==> src/rtl/seq_alu.sv <==
// rtl/seq_alu.sv - handshaked sequential ALU with iterative shifts
// Optional iterative shift-add multiplier for op 101 when ALU_MUL_EN is defined.
module seq_alu #(
  parameter int WIDTH = 32
) (
  input  logic             clk,
  input  logic             rst_n,
  input  logic             in_valid,
  output logic             in_ready,
  input  logic [WIDTH-1:0] a,
  input  logic [WIDTH-1:0] b,
  input  logic [2:0]       op,
  output logic             out_valid,
  input  logic             out_ready,
  output logic [WIDTH-1:0] z,
  output logic             zero,
  output logic             ex
);

  localparam int SHW = $clog2(WIDTH);
  localparam int CW  = $clog2(WIDTH + 1);

  localparam logic [2:0] OP_AND = 3'b000;
  localparam logic [2:0] OP_OR  = 3'b001;
  localparam logic [2:0] OP_ADD = 3'b010;
  localparam logic [2:0] OP_SLL = 3'b011;
  localparam logic [2:0] OP_SRL = 3'b100;
`ifdef ALU_MUL_EN
  localparam logic [2:0] OP_MUL = 3'b101;
`endif
  localparam logic [2:0] OP_SUB = 3'b110;
  localparam logic [2:0] OP_SLT = 3'b111;

  typedef enum logic [1:0] {IDLE, EXEC, DONE} state_t;

  state_t           state_q, state_d;
  logic [WIDTH-1:0] opr_q, opr_d;
  logic [2:0]       op_q, op_d;
  logic [CW-1:0]    cnt_q, cnt_d;
  logic [WIDTH-1:0] z_q, z_d;
  logic             zero_q, zero_d;
  logic             ex_q, ex_d;
`ifdef ALU_MUL_EN
  logic [WIDTH-1:0] mlt_q, mlt_d;
  logic [WIDTH-1:0] acc_q, acc_d;
  logic [WIDTH-1:0] acc_nxt;
`endif

  logic [WIDTH-1:0] sum, diff, res, nxt;
  logic [SHW-1:0]   shamt;
  logic             res_ex;

  assign sum   = a + b;
  assign diff  = a - b;
  assign shamt = b[SHW-1:0];

  assign in_ready  = (state_q == IDLE) && rst_n;
  assign out_valid = (state_q == DONE);
  assign z         = z_q;
  assign zero      = zero_q;
  assign ex        = ex_q;

  always_comb begin
    state_d = state_q;
    opr_d   = opr_q;
    op_d    = op_q;
    cnt_d   = cnt_q;
    z_d     = z_q;
    zero_d  = zero_q;
    ex_d    = ex_q;
    res     = '0;
    res_ex  = 1'b0;
    nxt     = '0;
`ifdef ALU_MUL_EN
    mlt_d   = mlt_q;
    acc_d   = acc_q;
    acc_nxt = '0;
`endif
    case (state_q)
      IDLE: begin
        if (in_valid && in_ready) begin
          op_d    = op;
          opr_d   = a;
          state_d = DONE;
          case (op)
            OP_AND: res = a & b;
            OP_OR:  res = a | b;
            OP_ADD: begin
              res    = sum;
              res_ex = (a[WIDTH-1] == b[WIDTH-1]) && (sum[WIDTH-1] != a[WIDTH-1]);
            end
            OP_SUB: begin
              res    = diff;
              res_ex = (a[WIDTH-1] != b[WIDTH-1]) && (diff[WIDTH-1] != a[WIDTH-1]);
            end
            OP_SLT: res = {{(WIDTH-1){1'b0}}, $signed(a) < $signed(b)};
            OP_SLL, OP_SRL: begin
              res = a;
              if (shamt != '0) begin
                state_d = EXEC;
                cnt_d   = CW'(shamt);
              end
            end
`ifdef ALU_MUL_EN
            OP_MUL: begin
              state_d = EXEC;
              cnt_d   = CW'(WIDTH);
              mlt_d   = b;
              acc_d   = '0;
            end
`endif
            default: begin
              res    = '0;
              res_ex = 1'b1;
            end
          endcase
          if (state_d == DONE) begin
            z_d    = res;
            zero_d = (res == '0);
            ex_d   = res_ex;
          end
        end
      end
      EXEC: begin
        cnt_d = cnt_q - CW'(1);
        nxt   = (op_q == OP_SRL) ? (opr_q >> 1) : (opr_q << 1);
        opr_d = nxt;
        res   = nxt;
`ifdef ALU_MUL_EN
        // Multiplicand shifts left while the multiplier is consumed LSB first.
        if (op_q == OP_MUL) begin
          acc_nxt = acc_q + (mlt_q[0] ? opr_q : '0);
          acc_d   = acc_nxt;
          mlt_d   = mlt_q >> 1;
          res     = acc_nxt;
        end
`endif
        if (cnt_q == CW'(1)) begin
          state_d = DONE;
          z_d     = res;
          zero_d  = (res == '0);
          ex_d    = 1'b0;
        end
      end
      DONE: begin
        if (out_ready) state_d = IDLE;
      end
      default: state_d = IDLE;
    endcase
  end

  always_ff @(posedge clk) begin
    if (!rst_n) begin
      state_q <= IDLE;
      opr_q   <= '0;
      op_q    <= '0;
      cnt_q   <= '0;
      z_q     <= '0;
      zero_q  <= 1'b0;
      ex_q    <= 1'b0;
`ifdef ALU_MUL_EN
      mlt_q   <= '0;
      acc_q   <= '0;
`endif
    end else begin
      state_q <= state_d;
      opr_q   <= opr_d;
      op_q    <= op_d;
      cnt_q   <= cnt_d;
      z_q     <= z_d;
      zero_q  <= zero_d;
      ex_q    <= ex_d;
`ifdef ALU_MUL_EN
      mlt_q   <= mlt_d;
      acc_q   <= acc_d;
`endif
    end
  end

endmodule

==> config.mk <==
export PLATFORM = sky130hd
export DESIGN_NAME = seq_alu
export DESIGN_NICKNAME = d
export VERILOG_FILES = /design/src/rtl/seq_alu.sv
export SDC_FILE = /design/constraint.sdc
export NUM_CORES = 1
export LEC_CHECK = 0
export ABC_AREA = 1
export CORE_ASPECT_RATIO = 0.5
export CORE_MARGIN = 2
export CORE_UTILIZATION = 55
export CTS_CLUSTER_SIZE = 20
export DETAILED_ROUTE_END_ITERATION = 10
export PLACE_DENSITY = 0.78
export SYNTH_ARGS = -nofsm -noshare
export SYNTH_HDL_FRONTEND = slang
export SYNTH_SLANG_ARGS = --single-unit
==> constraint.sdc <==
create_clock -name clk -period 5.3 [get_ports clk]
set_input_delay 0.795 -clock clk [delete_from_list [all_inputs] [get_ports clk]]
set_output_delay 0.795 -clock clk [all_outputs]
set_load 0.005 [all_outputs]
==> results <==
- In this run the worst path has a maximum fanout of 10.
- Derived from the worst setup path, the maximum achievable clock frequency is 257 MHz.
- The post-detailed-route wirelength per cell is 18.8 um.
- Buffers added to address setup during post-CTS repair amount to 0.
- In this run the worst hold path is classified as reg2reg.
- The design draws around 2.5 mW.
- The die covers just over 20,000 um^2.
- Leaving out fill and tap cells, the most frequent cell in the layout is sky130_fd_sc_hd__nand2_1.
- The floorplan step defined a core boundary enclosing 18,500 um^2.
- The aggregate routed wire length is 42,200 um.
- For this run, the detailed router's first-pass iteration total came to 6.
- Summed over all layers, the global routing overflow is 0.
- The total of endpoints with negative setup slack in the final report is 0.
- The routed design uses 15,400 um of met2 wire.
- Along the worst hold path, the cell count comes to 1.
- In this run the core area contains 35 standard-cell rows.
- In this run the cell area of the synthesized design comes to roughly 10,000 um^2.
- For the pin with the worst max-slew slack, the measured transition is 1300 ps.
- IR analysis of the VDD net gives a maximum drop of 0.254 mV.
- The TritonCTS clock tree is built.
- The minimum period implied by the final worst setup slack is just under 4000 ps.
- The worst register-to-register path has a depth of 10.
- The via count of the first global-routing pass is between 10,000 and 15,000.
- For this design the ratio of total power to cell area is between 200 and 250 nW/um^2.
- The non-filler instance count after layout is ~2,200.
- The fraction of registers with async set or reset after synthesis is 0%.
- Counting along the longest clock path gives a buffer depth of 2.
- Counting the fill cells in the layout gives 1,901.
- The number of antenna violations at the first check in global routing is 3.
- The die is 102 um tall.
- The final clock period utilization by the worst path is 73.5%.
- The sum of met3 wire segment lengths after detailed routing is 7800 um.
- The arrival time of data at the critical path endpoint is between 4000 and 5000 ps.
- The detailed router placed 12,720 vias in this run.
- The detailed router put a total of 18,400 um of wire on met1.
- The kind of critical path is in2reg.
- The most used flip-flop cell after synthesis is sky130_fd_sc_hd__dfxtp_1.
- For this run, design rule violations remaining after detail routing come to 0.
- Dividing the detail-routed via count by the number of cells gives 5.67.
- The worst setup path is launched from a primary input.
- The highest signal layer in the routed design is met5.
- The number of max-capacitance violations reported is 0.
- Summed over all failing endpoints, the final setup total negative slack is 0 ps.
- At the end of the flow the core is filled with cells to 64.1%.
- The first routing iteration left 1,567 violations.
- In this run, post-CTS hold repair placed 0 buffers.
- The net count reported at finish is ~2,200.
- The number of clock sinks is 77.
- The routability-driven placement congestion ratio is 1.08.
- The count of synthesis-stage warnings from yosys is 0.
- The I/O pin total is 107.
- The number of max-slew violations in the final report came to 0.
- The number of failing hold endpoints at the final stage is 0.
- The library cells used most frequently in the layout, excluding fill and tap cells, are sky130_fd_sc_hd__nand2_1 (503), sky130_fd_sc_hd__inv_1 (362), sky130_fd_sc_hd__nor2_1 (233).
- The leakage power figure is about 6.5 nW.
- The first global-routing pass estimated 62,900 um of wire.
- The quantity of gates resized following cts is 0.
- STA classifies the critical path endpoint as a register.
- Yosys mapped a number of flops with a built-in enable equal to 0.
- From left edge to right edge, the die measures 199 um.
- The number of unique standard cell types used by synthesis is 41.
- Setup repair after global routing left no endpoint under its margin.
- In this run, CTS created clock tree buffers numbering 9.
- In this run the tool buffered the top-level ports with 106 buffer cells.
- Across the routed clock network, the largest skew measured is roughly 5.3 ps.
- The relative slew slack is 12.7%.
- The cell count after synthesis is about 1,900.
- After synthesis, flip-flops and latches occupy between 10% and 20% of the total area.
- The clock insertion delay at the later pin of the skew report is 330 ps.
- The run finished with clean final reports.
- The instance count after placement with tap cells included is approximately 2,200.
- The synthesized netlist net count is 2,103.
- The buffer cell driving the clock tree root is sky130_fd_sc_hd__clkbuf_16.
- Entering global routing, the biggest net connects 71 pins.
- Compared with the post-synthesis result, the final layout area differs by 13.4%.
- The total half-perimeter wirelength after legalization and detailed placement is 34,400 um.
- The initial cell density of the core is 56.5%.
- The average instance in the mapped netlist occupies 5.45 um^2.
- The fraction of layout cells with a size suffix above 1 is 2.52%.
- The flip-flop and latch count after synthesis is a little under 80.
- For the worst setup path, the data required time is about 5600 ps.
- Clock-pin slew was measured on the worst setup and hold paths at 60 ps.
- The maximum level of the CTS H-tree is 3.
- Once detail routing completed, the nets flagged for antenna violations numbered 0.
- The all-layer global routing usage is between 40% and 50%.
-- stage by stage --
step,hold WS [ps],cell area [um^2],setup WS [ps]
CTS,455,11900,1570
detailed placement,444,11600,1260
floorplan,429,10500,2590
finish,456,11900,1410
global route,482,11900,1260
global placement,440,11600,1220
-- worst max-delay path, cell delays in order --
cell	delay (ps)
sky130_fd_sc_hd__clkdlybuf4s50_1	610
sky130_fd_sc_hd__inv_1	110
sky130_fd_sc_hd__ha_1	470
sky130_fd_sc_hd__nand2_1	150
sky130_fd_sc_hd__nand3_1	290
sky130_fd_sc_hd__nand2_1	120
sky130_fd_sc_hd__nand2_1	140
sky130_fd_sc_hd__nand2_1	90
sky130_fd_sc_hd__nand2_1	150
sky130_fd_sc_hd__nand2_1	70
sky130_fd_sc_hd__nand3_1	70
sky130_fd_sc_hd__nand3_1	290
sky130_fd_sc_hd__nor2_1	180
sky130_fd_sc_hd__nand2_1	70
sky130_fd_sc_hd__nor2_1	80
sky130_fd_sc_hd__nand2_1	50
sky130_fd_sc_hd__nor2_1	150
sky130_fd_sc_hd__nand3_1	120
sky130_fd_sc_hd__a21oi_1	130
-- logic make-up after synthesis --
kind of cell,Yosys count,synth area share [%]
AO/OA/AOI/OAI,334,17.5
XOR/XNOR,2,0.167
adder cells (fa/ha/maj),112,13.5
buffers and inverters,443,16.6
flip-flops,77,14.7
AND/OR/NAND/NOR,952,37.6
-- cells in the mapped netlist (2+ instances only) --
cell                       count  area, um^2
sky130_fd_sc_hd__a211oi_1      3        22.5
sky130_fd_sc_hd__nor2_1      233         875
sky130_fd_sc_hd__inv_2         9        33.8
sky130_fd_sc_hd__nand3_1     161         806
sky130_fd_sc_hd__o22ai_1      50         313
sky130_fd_sc_hd__o21ai_0     135         676
sky130_fd_sc_hd__nor3_1       10        50.1
sky130_fd_sc_hd__nor4_1        2        12.5
sky130_fd_sc_hd__inv_1       363        1360
sky130_fd_sc_hd__o221ai_1      2        17.5
sky130_fd_sc_hd__clkbuf_1     33         124
sky130_fd_sc_hd__a221oi_1      5        43.8
sky130_fd_sc_hd__o211ai_1      2        15.0
sky130_fd_sc_hd__nor2_2        5        31.3
sky130_fd_sc_hd__dfxtp_1      77        1540
sky130_fd_sc_hd__ha_1        110        1380
sky130_fd_sc_hd__nand2_1     503        1890
sky130_fd_sc_hd__a31oi_1       9        56.3
sky130_fd_sc_hd__fa_1          2        40.0
sky130_fd_sc_hd__and2_1        4        25.0
sky130_fd_sc_hd__and3_1        2        12.5
sky130_fd_sc_hd__nand4_1      26         163
sky130_fd_sc_hd__o21ai_1       2        10.0
sky130_fd_sc_hd__buf_4         4        30.0
sky130_fd_sc_hd__buf_1         3        11.3
sky130_fd_sc_hd__a21oi_1     117         586
sky130_fd_sc_hd__buf_6         3        33.8
sky130_fd_sc_hd__buf_2        28         140
sky130_fd_sc_hd__o21bai_1      5        37.5
-- sequential cells by signal, indices dropped and copies added, names as in the netlist --
signal / count
op_q: 3
state_q: 2
ex: 1
zero: 1
opr_q: 32
z: 32
cnt_q: 6
-- path summary, 6_finish.rpt --
kind | slack (ps) | from | endpoint
max | 1410 | b[2] | zero
min | 460 | cnt_q[5] | cnt_q[5]
max reg2reg | 2320 | state_q[0] | zero
min reg2reg | 460 | cnt_q[5] | cnt_q[5]
-- per-layer routing --
layer  GRT usage, %  vias up
li1               -     6177
met1           59.3     5725
met2           55.3      772
met3           20.5       42
met4           6.72        4
met5           5.09        -
-- area by class of cell --
| type | instances | area [um^2] | share of cell area, % |
|---|---|---|---|
| inverter | 372 | 1400 | 11.8 |
| sequential | 77 | 1540 | 13.0 |
| antenna | 2 | 5.00 | 0.0421 |
| tap | 259 | 324 | 2.73 |
| clock buffer | 11 | 243 | 2.04 |
| multi-input combinational | 1400 | 7200 | 60.6 |
| timing repair buffer | 117 | 1140 | 9.58 |
| clock inverter | 5 | 36.3 | 0.305 |
-- report_power, final --
group | leakage [nW] | internal (mW) | switching [mW] | total, mW
combinational | 5.74 | 0.406 | 0.831 | 1.24
clock | 0.128 | 0.330 | 0.243 | 0.573
sequential | 0.631 | 0.646 | 0.0394 | 0.685
total | 6.50 | 1.38 | 1.11 | 2.50
No activity file was read; power rests on OpenSTA's default activity.
